File: config.mk
export PLATFORM = sky130hd
export DESIGN_NAME = seven_seg_scan_ctrl
export DESIGN_NICKNAME = d
export VERILOG_FILES = /design/src/rtl/seven_seg_pkg.sv /design/src/rtl/hex_to_seg.sv /design/src/rtl/seven_seg_scan_ctrl.sv
export SDC_FILE = /design/constraint.sdc
export NUM_CORES = 1
export LEC_CHECK = 0
export ABC_AREA = 1
export ABC_CLOCK_PERIOD_IN_PS = 2550
export BUFFER_PORTS_ARGS = -buffer_cell sky130_fd_sc_hd__buf_2
export CAP_MARGIN = 40
export CELL_PAD_IN_SITES_DETAIL_PLACEMENT = 0
export CELL_PAD_IN_SITES_GLOBAL_PLACEMENT = 1
export CORE_MARGIN = 2
export CORE_UTILIZATION = 44
export DETAILED_ROUTE_END_ITERATION = 10
export PLACE_DENSITY = 0.78
export REMOVE_ABC_BUFFERS = 1
export SKIP_LAST_GASP = 1
export SLEW_MARGIN = 15
export SYNTH_ARGS = -nofsm -noshare
export SYNTH_HDL_FRONTEND = slang
export SYNTH_HIERARCHICAL = 1
export SYNTH_SLANG_ARGS = --single-unit
File: constraint.sdc
create_clock -name clk -period 2.55 [get_ports clk]
set_input_delay 0.1275 -clock clk [delete_from_list [all_inputs] [get_ports clk]]
set_output_delay 0.1275 -clock clk [all_outputs]
set_load 0.005 [all_outputs]
File: src/rtl/seven_seg_pkg.sv
// Shared constants and types for the seven-segment display blocks.
package seven_seg_pkg;

  localparam int PRESCALE_DEF  = 100000;
  localparam int BLANK_CYC_DEF = 64;

  localparam logic [6:0] SEG_BLANK = 7'h7F;
  localparam logic [3:0] AN_OFF    = 4'hF;

  // Active-low glyphs {g,f,e,d,c,b,a}; entry 0 is the rightmost element.
  localparam logic [15:0][6:0] HEX_SEG = {
    7'h0E, 7'h06, 7'h21, 7'h46,   // F E d C
    7'h03, 7'h08, 7'h10, 7'h00,   // b A 9 8
    7'h78, 7'h02, 7'h12, 7'h19,   // 7 6 5 4
    7'h30, 7'h24, 7'h79, 7'h40    // 3 2 1 0
  };

  // One complete display image: digits, decimal points and enables.
  typedef struct packed {
    logic [15:0] value;
    logic [3:0]  dp;
    logic [3:0]  en;
  } disp_cfg_t;

  localparam disp_cfg_t DISP_RESET = '{value: 16'h0000, dp: 4'h0, en: 4'hF};

endpackage

File: src/rtl/hex_to_seg.sv
// Combinational nibble to active-low seven-segment decoder.
module hex_to_seg
  import seven_seg_pkg::*;
(
  input  logic [3:0] nib_i,
  output logic [6:0] seg_o
);

  assign seg_o = HEX_SEG[nib_i];

endmodule

File: src/rtl/seven_seg_scan_ctrl.sv
// Scan controller: generates the scan clock for the external digit counter,
// double-buffers display images with frame-synchronous commit, blanks the
// anodes after every digit change and applies PWM brightness.
module seven_seg_scan_ctrl
  import seven_seg_pkg::*;
#(
  parameter int PRESCALE  = PRESCALE_DEF,
  parameter int BLANK_CYC = BLANK_CYC_DEF
) (
  input  logic        clk,
  input  logic        rst,
  input  logic [15:0] value,
  input  logic [3:0]  dp_in,
  input  logic [3:0]  digit_en,
  input  logic        load,
  input  logic [3:0]  brightness,
  input  logic [1:0]  digit_sel,
  output logic        scan_clk,
  output logic        pending,
  output logic [3:0]  an,
  output logic [6:0]  seg,
  output logic        dp
);

  localparam int HALF = PRESCALE / 2;
  localparam int PW   = $clog2(HALF);
  localparam int BW   = $clog2(BLANK_CYC + 1);
  localparam logic [PW-1:0] PRE_LAST = PW'(HALF - 1);
  localparam logic [BW-1:0] BLANK_LD = BW'(BLANK_CYC);

  logic [PW-1:0] presc_q;
  logic          scan_clk_q;
  logic [1:0]    sel_q;
  logic [BW-1:0] blank_q;
  logic [3:0]    duty_q;
  disp_cfg_t     pend_q;
  disp_cfg_t     act_q;
  logic          pend_flag_q;
  logic [3:0]    an_q;
  logic [6:0]    seg_q;
  logic          dp_q;

  logic          boundary;
  logic          pwm_on;
  logic          lit;
  logic [3:0]    nib_sel;
  logic [6:0]    seg_dec;

  assign boundary = (sel_q == 2'd3) && (digit_sel == 2'd0);
  assign pwm_on   = (brightness == 4'd15) || (duty_q < brightness);
  assign lit      = (blank_q == '0) && pwm_on && act_q.en[sel_q];
  assign nib_sel  = act_q.value[{sel_q, 2'b00} +: 4];

  hex_to_seg u_dec (
    .nib_i (nib_sel),
    .seg_o (seg_dec)
  );

  // Prescaler: half-period counter toggling the registered scan clock.
  always_ff @(posedge clk or negedge rst) begin
    if (!rst) begin
      presc_q    <= '0;
      scan_clk_q <= 1'b0;
    end else if (presc_q == PRE_LAST) begin
      presc_q    <= '0;
      scan_clk_q <= ~scan_clk_q;
    end else begin
      presc_q    <= presc_q + 1'b1;
    end
  end

  // Track the counter's digit select and arm anti-ghost blanking on change.
  always_ff @(posedge clk or negedge rst) begin
    if (!rst) begin
      sel_q   <= 2'd0;
      blank_q <= '0;
    end else begin
      sel_q <= digit_sel;
      if (digit_sel != sel_q) begin
        blank_q <= BLANK_LD;
      end else if (blank_q != '0) begin
        blank_q <= blank_q - 1'b1;
      end
    end
  end

  // Free-running PWM phase counter.
  always_ff @(posedge clk or negedge rst) begin
    if (!rst) begin
      duty_q <= 4'd0;
    end else begin
      duty_q <= duty_q + 4'd1;
    end
  end

  // Double buffer: load fills the pending image, the 3->0 frame boundary
  // promotes it; a load on the boundary edge queues behind the commit.
  always_ff @(posedge clk or negedge rst) begin
    if (!rst) begin
      pend_q      <= '0;
      pend_flag_q <= 1'b0;
      act_q       <= DISP_RESET;
    end else begin
      if (boundary && pend_flag_q) begin
        act_q <= pend_q;
      end
      if (load) begin
        pend_q      <= '{value: value, dp: dp_in, en: digit_en};
        pend_flag_q <= 1'b1;
      end else if (boundary) begin
        pend_flag_q <= 1'b0;
      end
    end
  end

  // Registered display drive; everything dark when the digit is not lit.
  always_ff @(posedge clk or negedge rst) begin
    if (!rst) begin
      an_q  <= AN_OFF;
      seg_q <= SEG_BLANK;
      dp_q  <= 1'b1;
    end else if (lit) begin
      an_q  <= ~(4'b0001 << sel_q);
      seg_q <= seg_dec;
      dp_q  <= ~act_q.dp[sel_q];
    end else begin
      an_q  <= AN_OFF;
      seg_q <= SEG_BLANK;
      dp_q  <= 1'b1;
    end
  end

  assign scan_clk = scan_clk_q;
  assign pending  = pend_flag_q;
  assign an       = an_q;
  assign seg      = seg_q;
  assign dp       = dp_q;

endmodule

==> results of run 1 <==
==> cell families (layout without fill, tap and decap cells) <==
logic type | Yosys count | in the layout | synth area share, %
AND/OR/NAND/NOR | 234 | 234 | 23.3
flip-flops | 91 | 91 | 54.1
adder cells (fa/ha/maj) | 13 | 13 | 3.83
AO/OA/AOI/OAI | 64 | 64 | 8.46
XOR/XNOR | 12 | 12 | 2.48
buffers and inverters | 79 | 155 | 7.87
==> timing repair <==
item	CTS	global route
hold buffers	27	0
setup buffers	0	0
gates resized for setup	0	0
endpoints found under the hold margin	57	0
==> synthesized netlist by cell type, drive strengths merged <==
cell type    n  area share [%]
nand3b      10             1.8
inv         64             5.7
a22oi        7             1.2
a21oi        2            0.24
and2         1            0.15
o21ai       54             6.8
nor3         2            0.24
dfrtp       75              44
or2          3            0.44
o21bai       1            0.18
nor2        46             4.4
xor2        10             2.1
clkbuf       7            0.62
nand4        3            0.44
nand2      140              12
xnor2        2            0.41
nand3       29             3.4
buf          8             1.6
dfstp       16             9.9
ha          13             3.8
==> power by group <==
| group | internal [mW] | total, mW | switching (mW) |
|---|---|---|---|
| logic | 0.218 | 0.519 | 0.301 |
| clock network | 0.510 | 1.02 | 0.514 |
| registers | 1.59 | 1.66 | 0.0737 |
| total | 2.32 | 3.20 | 0.888 |
==> per-stage QoR <==
step	total power, mW	worst slack [ns]	instances
final	3.20	0.459	698
after global routing	3.41	0.176	698
after CTS	3.24	0.442	698
after detailed placement	2.18	0.467	655
after global placement	2.17	0.514	655
after floorplan	2.01	0.747	478
==> sequential cells by signal, indices dropped and copies added, names as in the netlist <==
name	count
scan_clk	1
duty_q	4
blank_q	7
act_q	24
seg	7
sel_q	2
dp	1
pending	1
pend_q	24
an	4
presc_q	16
==> layer usage <==
layer | global-route usage, % | vias to the layer above | part of all wire, %
li1 | - | 1689 | -
met1 | 23.4 | 1503 | 49
met2 | 27.9 | 45 | 46
met3 | 3.15 | 10 | 2.6
met4 | 6.77 | 0 | 1.7
met5 | 0 | - | 0
==> how the worst min path moves through the flow <==
stage                     from    endpoint  slack [ns]
after floorplan            rst   act_q[10]       -0.17
after global placement     rst    scan_clk        0.17
after detailed placement   rst    scan_clk        0.18
after CTS                 load  pend_q[21]        0.32
after global routing       rst    scan_clk        0.37
final                      rst    scan_clk        0.31
==> final cells by class <==
| cell class | count | share of cell area, % |
|---|---|---|
| repair buffers | 75 | 10.5 |
| multi-input cells | 323 | 31.9 |
| inverters | 64 | 4.75 |
| clock inverters | 5 | 1.19 |
| well taps | 129 | 3.19 |
| flip-flops and latches | 91 | 45.4 |
| clock buffers | 11 | 3.00 |
==> flow_summary_export.csv, run 1 <==
group,metric,value,unit
synth,syn_inst,493,
clock_network,path_clk_slew,0.09,ns
worst_setup_path,critical_path_buf_inv_count,2,
sta,fmax,0.478,GHz
die,chipHeight,102,um
sta,fin_crit,2.09,ns
worst_setup_path,cp_top_family,"simple AND/OR/NAND/NOR gates",
worst_setup_path,reg2reg_depth,10,
worst_setup_path,crit_path_max_incr_delay,0.45,ns
die,core_area,9280,um^2
die,die_area,10500,um^2
synth,synth_cell_types,26,
final_layout,utilization,54.4,%
synth,synth.yosys.warnings,6,
final_layout,fill_cells,858,
clock_network,clk_latency,0.36,ns
final_layout,fin_area,5050,um^2
sta,whs,0.306,ns
clock_network,cts.sinks,91,
global_routing,antenna_found_initial,0,
final_layout,antenna_cells,0,
global_routing,grt_max_degree,50,
sta,setup_viol,0,
final_layout,mostFrequentLayoutCells,"nand2_1 (140), dfrtp_1 (75), inv_1 (58), buf_2 (45), nor2_1 (40)",
die,row_count,35,
worst_setup_path,timing.rr.end,"seg[3]",
routing,via_count,3247,
synth,syn_area_per_cell,8.61,um^2
routing,wl_per_cell,11.5,um
clock_network,cts_tree,"built",
routing,postRouteAntennaNets,0,
worst_setup_path,cp_slowest_cell,"dfrtp_1",
worst_setup_path,cpMostUsedCell,"nand2_1",
final_layout,multiInputGateArea,1610,um^2
sta,final_max_slew_viol_count,0,
worst_setup_path,ff2ff_setup_slack,0.46,ns
final_layout,syn_to_final_growth,19.1,%
worst_setup_path,cp.required,2.81,ns
worst_setup_path,crit_path_end_kind,"flop",
routing,drtIter0Drc,93,
clock_network,clk_root_buffer_cell,"clkbuf_8",
sta,fin_crit_sh,82.0,%
worst_setup_path,cp.depth,10,
placement,io_buffers,46,
power,p_per_area,634,nW/um^2
global_routing,grt_pass1_vias,3170,
final_layout,drive_gt1_share,17.6,%
global_routing,grt_usage,17.3,%
placement,placed_area,4570,um^2
worst_setup_path,r2r_start,"sel_q[1]",
clock_network,numCtsBuffers,9,
synth,synth-seq-cells,91,
sta,relSlewSlack,55.2,%
clock_network,cts_htree_levels,3,
status,outcome,"finished clean",
worst_setup_path,critPathLaunch,"sel_q[1]",
die,initial_core_util,45.7,%
routing,first_pass_iters,4,
min_path,hold_class,"input port to asynchronous set/reset pin",
global_routing,grt_overflow,0,
worst_setup_path,cp_max_fo,6,
die,die_x,102,um
sta,hold_viol,0,
routing,viasPerCell,4.65,
routing,post-route-drc-count,0,
final_layout,final_common_cell,"nand2_1",
placement,place_congestion,0.858,
final_layout,nets,610,
worst_setup_path,crit_end,"seg[3]",
power,p_leak,2.50,nW
clock_network,clockBufferDepth,2,
final_layout,regArea,2300,um^2
routing,drt_wl_total,8.02,mm
worst_setup_path,path_class,"flop to flop",
placement,hpwl,5.61,mm
worst_setup_path,worstPathArrival,2.35,ns
synth,ys_seq_area_share,54.1,%
power,ir_drop,0.000369,V
sta,fin_skew,0.0159,ns
die,ios,47,
job,max_cap_viol_count,0,
synth,synth_area,4250,um^2
sta,grt_setup_unrepaired,"false",
worst_setup_path,crit_path_start_kind,"flop",
sta,tns,0,ns
global_routing,grt_pass1_wl,14.1,mm
sta,tightestPinTransition,0.672,ns
worst_setup_path,crit_chain,"inv_2 -> nor2_1 -> nand2_1 -> nand3_1 -> inv_1 -> ha_1 -> nand2_1 -> nand3_1 -> nand2_1 -> nand3b_1",
Note: power is estimated with default switching activity, not from simulation.
==> run 2, diff against run 1 <==
--- a/config.mk
+++ b/config.mk
@@ -5,16 +5,16 @@
 export SDC_FILE = /design/constraint.sdc
 export NUM_CORES = 1
 export LEC_CHECK = 0
-export ABC_AREA = 1
-export ABC_CLOCK_PERIOD_IN_PS = 2550
+export ABC_AREA = 0
+export ABC_CLOCK_PERIOD_IN_PS = 1720
 export BUFFER_PORTS_ARGS = -buffer_cell sky130_fd_sc_hd__buf_2
 export CAP_MARGIN = 40
 export CELL_PAD_IN_SITES_DETAIL_PLACEMENT = 0
 export CELL_PAD_IN_SITES_GLOBAL_PLACEMENT = 1
 export CORE_MARGIN = 2
-export CORE_UTILIZATION = 44
+export CORE_UTILIZATION = 43
 export DETAILED_ROUTE_END_ITERATION = 10
-export PLACE_DENSITY = 0.78
+export PLACE_DENSITY = 0.74
 export REMOVE_ABC_BUFFERS = 1
 export SKIP_LAST_GASP = 1
 export SLEW_MARGIN = 15
==> constraint.sdc (replaced) <==
create_clock -name clk -period 1.72 [get_ports clk]
set_input_delay 0.086 -clock clk [delete_from_list [all_inputs] [get_ports clk]]
set_output_delay 0.086 -clock clk [all_outputs]
set_load 0.005 [all_outputs]
==> flow_summary_export.csv, run 2 <==
group,metric,value,unit
power,ir_drop,0.000595,V
final_layout,fin_area,5360,um^2
synth,synth.yosys.warnings,6,
die,die_x,101,um
clock_network,cts_tree,"built",
clock_network,clk_latency,0.35,ns
global_routing,grt_pass1_vias,2790,
power,power.switching,1.51,mW
clock_network,clk_root_buffer_cell,"clkbuf_8",
worst_setup_path,worstPathArrival,2.31,ns
power,internal_power,4.15,mW
synth,synth_flop_cell,"dfrtp_1",
synth,synth_edf_count,0,
worst_setup_path,crit_path_end_kind,"flop",
placement,placed_area,4660,um^2
die,row_count,35,
routing,via_count,2678,
placement,pre_cts_ws,-0.421,ns
power,p_leak,2.37,nW
synth,netlist_top_cells_area,"dfrtp_1 (46%), mux2_2 (14%), dfstp_2 (10%), ha_1 (4.0%), mux4_2 (3.3%)",
min_path,hold_class,"input port to asynchronous set/reset pin",
power,combPwrFrac,25.4,%
status,outcome,"finished, violations left",
global_routing,grt_overflow,0,
routing,postRouteAntennaNets,0,
routing,post-route-drc-count,0,
sta,relSlewSlack,61.6,%
synth,synth_top_area_share,46.0,%
synth,async_flop_share,100,%
global_routing,grt_usage,16.9,%
placement,io_buffers,46,
die,chipHeight,101,um
final_layout,final_common_cell,"dfrtp_1",
sta,fin_ws,-0.302,ns
placement,hpwl,5.26,mm
sta,fin_skew,0.00890,ns
routing,wl_per_cell,14.1,um
synth,yosysTopAreaCell,"dfrtp_1",
final_layout,biggestRegsByFlops,"act_q x24, pend_q x24, presc_q x16",
synth,synth-seq-cells,91,
die,ios,47,
final_layout,utilization,58.0,%
synth,yosysMostFrequentCell,"dfrtp_1",
power,p_sw_share,26.7,%
worst_setup_path,reg2reg_depth,5,
clock_network,cts_htree_levels,3,
final_layout,nets,462,
sta,tightestPinTransition,0.575,ns
global_routing,antenna_found_initial,0,
clock_network,numCtsBuffers,9,
die,die_area,10300,um^2
sta,setup_viol,17,
routing,first_pass_iters,4,
sta,final_max_slew_viol_count,0,
worst_setup_path,crit_path_start_kind,"flop",
synth,ys_seq_area_share,56.3,%
sta,fmax,0.495,GHz
routing,drtIter0Drc,88,
job,max_cap_viol_count,0,
synth,synth_area,4080,um^2
worst_setup_path,path_class,"flop to flop",
sta,fin_crit_sh,118,%
die,core_area,9240,um^2
final_layout,antenna_cells,0,
synth,synth_cell_types,46,
worst_setup_path,timing.rr.end,"seg[3]",
clock_network,clockBufferDepth,2,
power,seq_power_share,45.8,%
worst_setup_path,r2r_start,"sel_q[0]",
clock_network,cts.sinks,91,
routing,drt_wl_total,7.73,mm
global_routing,grt_pass1_wl,13.5,mm
global_routing,grt_max_degree,43,
worst_setup_path,cp.required,2.00,ns
routing,viasPerCell,4.87,
synth,syn_area_per_cell,13.4,um^2
sta,fin_crit,2.02,ns
clock_network,path_clk_slew,0.09,ns
worst_setup_path,ff2ff_setup_slack,-0.30,ns
placement,place_congestion,0.844,
synth,synthTopCellsByCount,"dfrtp_1 (75), mux2_2 (49), nor2_1 (23), dfstp_2 (16)",
power,p_per_area,1060,nW/um^2
sta,hold_viol,0,
status,violations,"negative setup slack",
sta,grt_setup_unrepaired,"true",
final_layout,syn_to_final_growth,31.2,%
synth,syn_inst,305,
final_layout,drive_gt1_share,47.0,%
worst_setup_path,cp_max_fo,4,
die,initial_core_util,44.2,%
final_layout,mostFrequentLayoutCells,"dfrtp_1 (73), mux2_2 (49), buf_2 (45), buf_4 (29), dlygate4sd3_1 (27)",
power,clkPwrFrac,28.8,%
[run 2: cell count changes in the layout (fill, tap and decap cells not counted), sizes merged, moves of 23 or more]
cell,previous run,this run
mux2,0,49
inv,65,14
o21ai,54,3
nor2,46,23
nand2,140,6
buf,48,83
[run 2: worst max path at each step]
| stage | from | endpoint | slack [ns] | depth (start not counted) |
|---|---|---|---|---|
| after CTS | sel_q[0] | seg[3] | -0.29 | 5 |
| after global routing | sel_q[0] | seg[0] | -0.41 | 7 |
| after global placement | sel_q[0] | seg[0] | -0.36 | 7 |
| after detailed placement | sel_q[0] | seg[0] | -0.42 | 7 |
| final | sel_q[0] | seg[3] | -0.30 | 5 |
| after floorplan | sel_q[0] | seg[0] | -0.57 | 7 |
[run 2: area by class of cell]
class	instances	area [um^2]
Fill cell	768	3880
Sequential cell	91	2300
Multi-Input combinational cell	191	1790
Timing Repair Buffer	110	832
Tap cell	129	161
Clock buffer	11	141
Clock inverter	5	85.1
Inverter	13	48.8
[run 2: cells by family (layout without fill, tap and decap cells)]
group / count (synthesis) / in the layout / synth area share (%)
DFF: 91 / 91 / 56.2
and+or+nand+nor: 80 / 80 / 11.0
muxes: 60 / 60 / 18.4
buffers and inverters: 23 / 139 / 2.70
xor gates and xnor gates: 21 / 21 / 4.50
AOI/OAI and AO/OA: 17 / 17 / 3.13
adders and majority gates: 13 / 13 / 3.98
[run 2: power by group through the flow]
stage	sequential, mW	combinational (mW)	clock, mW
after global placement	2.61	1.09	0
after global routing	2.63	1.57	1.76
after CTS	2.58	1.33	1.67
final	2.59	1.44	1.63
after floorplan	2.57	0.719	0
after detailed placement	2.62	1.12	0
[run 2: routing by layer]
metal | up-vias | wire, um | track usage [%]
met5 | - | 0 | 0
met1 | 1342 | 3590 | 23.0
met4 | 0 | 110 | 5.93
met3 | 10 | 164 | 2.35
li1 | 1294 | - | -
met2 | 32 | 3870 | 27.9
[run 2: worst max-delay path: stages (launching register included)]
cell	delay [ns]
dfrtp_2	0.42
mux4_2	0.55
buf_6	0.14
ha_2	0.18
mux4_2	0.46
or2_1	0.21
[run 2: timing repair]
item	CTS	global route
gates cloned	0	0
hold buffers	27	0
endpoints found under the setup margin	18	38
buffers inserted	6	3
endpoints found under the hold margin	60	0
pin swaps	16	10
resized for setup	26	11
[run 2: per-stage QoR]
stage / power [mW] / hold WS (ns) / TNS [ns] / instances
4_1_cts: 5.58 / 0.181 / -2.91 / 548
6_report: 5.65 / 0.186 / -2.52 / 550
3_5_place_dp: 3.74 / 0.0268 / -3.14 / 499
5_1_grt: 5.95 / 0.228 / -4.24 / 550
3_3_place_gp: 3.70 / 0.0252 / -2.89 / 499
2_1_floorplan: 3.29 / -0.210 / -7.00 / 295
==> run 3, diff against run 2 <==
--- a/config.mk
+++ b/config.mk
@@ -14,11 +14,10 @@
 export CORE_MARGIN = 2
 export CORE_UTILIZATION = 43
 export DETAILED_ROUTE_END_ITERATION = 10
-export PLACE_DENSITY = 0.74
+export PLACE_DENSITY = 0.75
 export REMOVE_ABC_BUFFERS = 1
 export SKIP_LAST_GASP = 1
 export SLEW_MARGIN = 15
 export SYNTH_ARGS = -nofsm -noshare
 export SYNTH_HDL_FRONTEND = slang
-export SYNTH_HIERARCHICAL = 1
 export SYNTH_SLANG_ARGS = --single-unit
==> flow_summary_export.csv, run 3 <==
group,metric,value,unit
status,outcome,"finished, violations left",
status,violations,"negative setup slack",
power,seq_power_share,45.2,%
synth,synthTopCellsByCount,"dfrtp_1 (75), mux2_2 (51), nor2_1 (18), dfstp_2 (16), inv_1 (14)",
routing,wl_per_cell,14.0,um
routing,first_pass_iters,4,
synth,synth_top_area_share,45.3,%
placement,hpwl,5.31,mm
worst_setup_path,path_class,"flop to flop",
global_routing,grt_usage,16.5,%
sta,tightestPinTransition,0.562,ns
clock_network,clk_latency,0.35,ns
synth,synth_area,4140,um^2
routing,viasPerCell,4.95,
clock_network,cts.sinks,91,
die,chipHeight,102,um
final_layout,nets,486,
synth,synth-seq-cells,91,
worst_setup_path,cp_top_family,"multiplexers",
sta,fmax,0.505,GHz
power,power.switching,1.58,mW
global_routing,met1_usage,23.5,%
worst_setup_path,cp.required,2.01,ns
sta,fin_crit_sh,115,%
power,internal_power,4.11,mW
synth,yosysMostFrequentCell,"dfrtp_1",
worst_setup_path,crit_path_max_incr_delay,0.55,ns
final_layout,mostFrequentLayoutCells,"dfrtp_1 (75), mux2_2 (50), buf_4 (46), buf_2 (45), dlygate4sd3_1 (27)",
synth,async_flop_share,100,%
clock_network,numCtsBuffers,9,
synth,synth_edf_count,0,
sta,whs,0.257,ns
die,row_count,35,
synth,syn_inst,318,
final_layout,final_common_cell,"dfrtp_1",
power,p_per_area,1020,nW/um^2
synth,yosysTopAreaCell,"dfrtp_1",
synth,syn_area_per_cell,13.0,um^2
die,ios,47,
placement,place_congestion,0.813,
die,die_area,10400,um^2
synth,netlist_top_cells_area,"dfrtp_1 (45%), mux2_2 (14%), dfstp_2 (10%), ha_1 (3.6%), xnor2_1 (2.3%)",
final_layout,biggestRegsByFlops,"act_q x24, pend_q x24, presc_q x16",
clock_network,clk_root_buffer_cell,"clkbuf_8",
worst_setup_path,crit_chain,"buf_6 -> mux4_2 -> ha_2 -> nand2_4 -> or3b_1 -> a21o_1",
power,p_sw_share,27.8,%
synth,synth_flop_cell,"dfrtp_1",
worst_setup_path,crit_path_start_kind,"flop",
sta,fin_crit,1.98,ns
final_layout,antenna_cells,0,
worst_setup_path,cp_slowest_cell,"mux4_2",
worst_setup_path,critical_path_buf_inv_count,1,
routing,via_count,2844,
clock_network,cts_htree_levels,3,
routing,postRouteAntennaNets,0,
job,max_cap_viol_count,0,
power,ir_drop,0.000593,V
synth,synth.yosys.warnings,0,
sta,grt_setup_unrepaired,"true",
clock_network,path_clk_slew,0.09,ns
power,clkPwrFrac,29.1,%
global_routing,grt_pass1_vias,2914,
worst_setup_path,worstPathArrival,2.27,ns
global_routing,grt_pass1_wl,13.6,mm
sta,tns,-1.72,ns
min_path,hold_class,"input port to asynchronous set/reset pin",
sta,setup_viol,12,
die,initial_core_util,44.6,%
sta,fin_ws,-0.261,ns
global_routing,antenna_found_initial,0,
sta,relSlewSlack,62.5,%
final_layout,syn_to_final_growth,34.0,%
die,die_x,102,um
routing,post-route-drc-count,0,
sta,hold_viol,0,
global_routing,grt_util_met3,2.60,%
placement,io_buffers,46,
global_routing,grt_max_degree,42,
sta,final_max_slew_viol_count,0,
clock_network,cts_tree,"built",
sta,fin_skew,0.00851,ns
worst_setup_path,crit_path_end_kind,"flop",
clock_network,clockBufferDepth,2,
synth,ys_seq_area_share,55.5,%
global_routing,grt_overflow,0,
synth,synth_cell_types,48,
worst_setup_path,cp_max_fo,3,
power,p_leak,2.49,nW
routing,drtIter0Drc,41,
global_routing,gr-max-usage-layer,"met2",
final_layout,drive_gt1_share,49.8,%
global_routing,grtUsageMet2,26.0,%
die,core_area,9280,um^2
routing,drt_wl_total,8.04,mm
power,combPwrFrac,25.8,%
## run 3: power groups by stage
stage / clock network, mW / registers [mW] / logic [mW]
6_report: 1.65 / 2.57 / 1.46
5_1_grt: 1.78 / 2.61 / 1.60
4_1_cts: 1.69 / 2.56 / 1.31
3_5_place_dp: 0 / 2.60 / 1.14
3_3_place_gp: 0 / 2.59 / 1.13
2_1_floorplan: 0 / 2.56 / 0.736
## run 3: final timing paths
path / from / end / slack, ns / cells after the start
setup / recovery: sel_q[0] / seg[3] / -0.26 / 6
hold / removal: rst / pend_q[14] / 0.26 / 2
setup reg to reg: sel_q[0] / seg[3] / -0.26 / 6
hold reg to reg: scan_clk / scan_clk / 0.48 / 1
max in group asynchronous: rst / act_q[3] / 0.81 / 3
min in group clk: load / pending / 0.29 / 2
## run 3: stage by stage
step | area (um^2) | total power, mW | utilization [%] | cells | setup slack [ns]
4_1_cts | 5360 | 5.57 | 57.7 | 563 | -0.219
6_report | 5550 | 5.68 | 59.8 | 575 | -0.261
2_1_floorplan | 4080 | 3.30 | - | 306 | -0.589
3_5_place_dp | 4750 | 3.74 | 51.2 | 517 | -0.369
3_3_place_gp | 4750 | 3.72 | 51.2 | 517 | -0.313
5_1_grt | 5550 | 6.00 | 59.8 | 575 | -0.308
## run 3: logic make-up after synthesis
logic type | Yosys count | share of synthesized area, %
flip-flops | 91 | 55.5
AND/OR/NAND/NOR | 78 | 10.4
multiplexers | 60 | 18.1
AO/OA/AOI/OAI | 29 | 4.89
buffers and inverters | 26 | 2.81
XOR/XNOR | 22 | 4.65
adder cells (fa/ha/maj) | 12 | 3.63
## run 3: per-layer routing
layer | up-vias | wire, um
met5 | - | 0
met4 | 0 | 106
met3 | 9 | 176
met2 | 42 | 3740
met1 | 1426 | 4020
li1 | 1367 | -
## run 3: repair_timing
action / in CTS / in global routing
gates cloned: 0 / 0
hold buffers: 27 / 0
pin swaps: 10 / 14
endpoints found under the hold margin: 61 / 0
setup endpoints to repair: 17 / 21
resized for setup: 25 / 24
buffers inserted: 3 / 12
## run 3: final cells by class
type                    instances  area, um^2
clock inverters                 6        95.1
repair buffers                124         917
well taps                     129         161
fillers                       774        3730
inverters                      14        55.1
clock buffers                  10         138
flip-flops and latches         91        2300
multi-input cells             201        1890
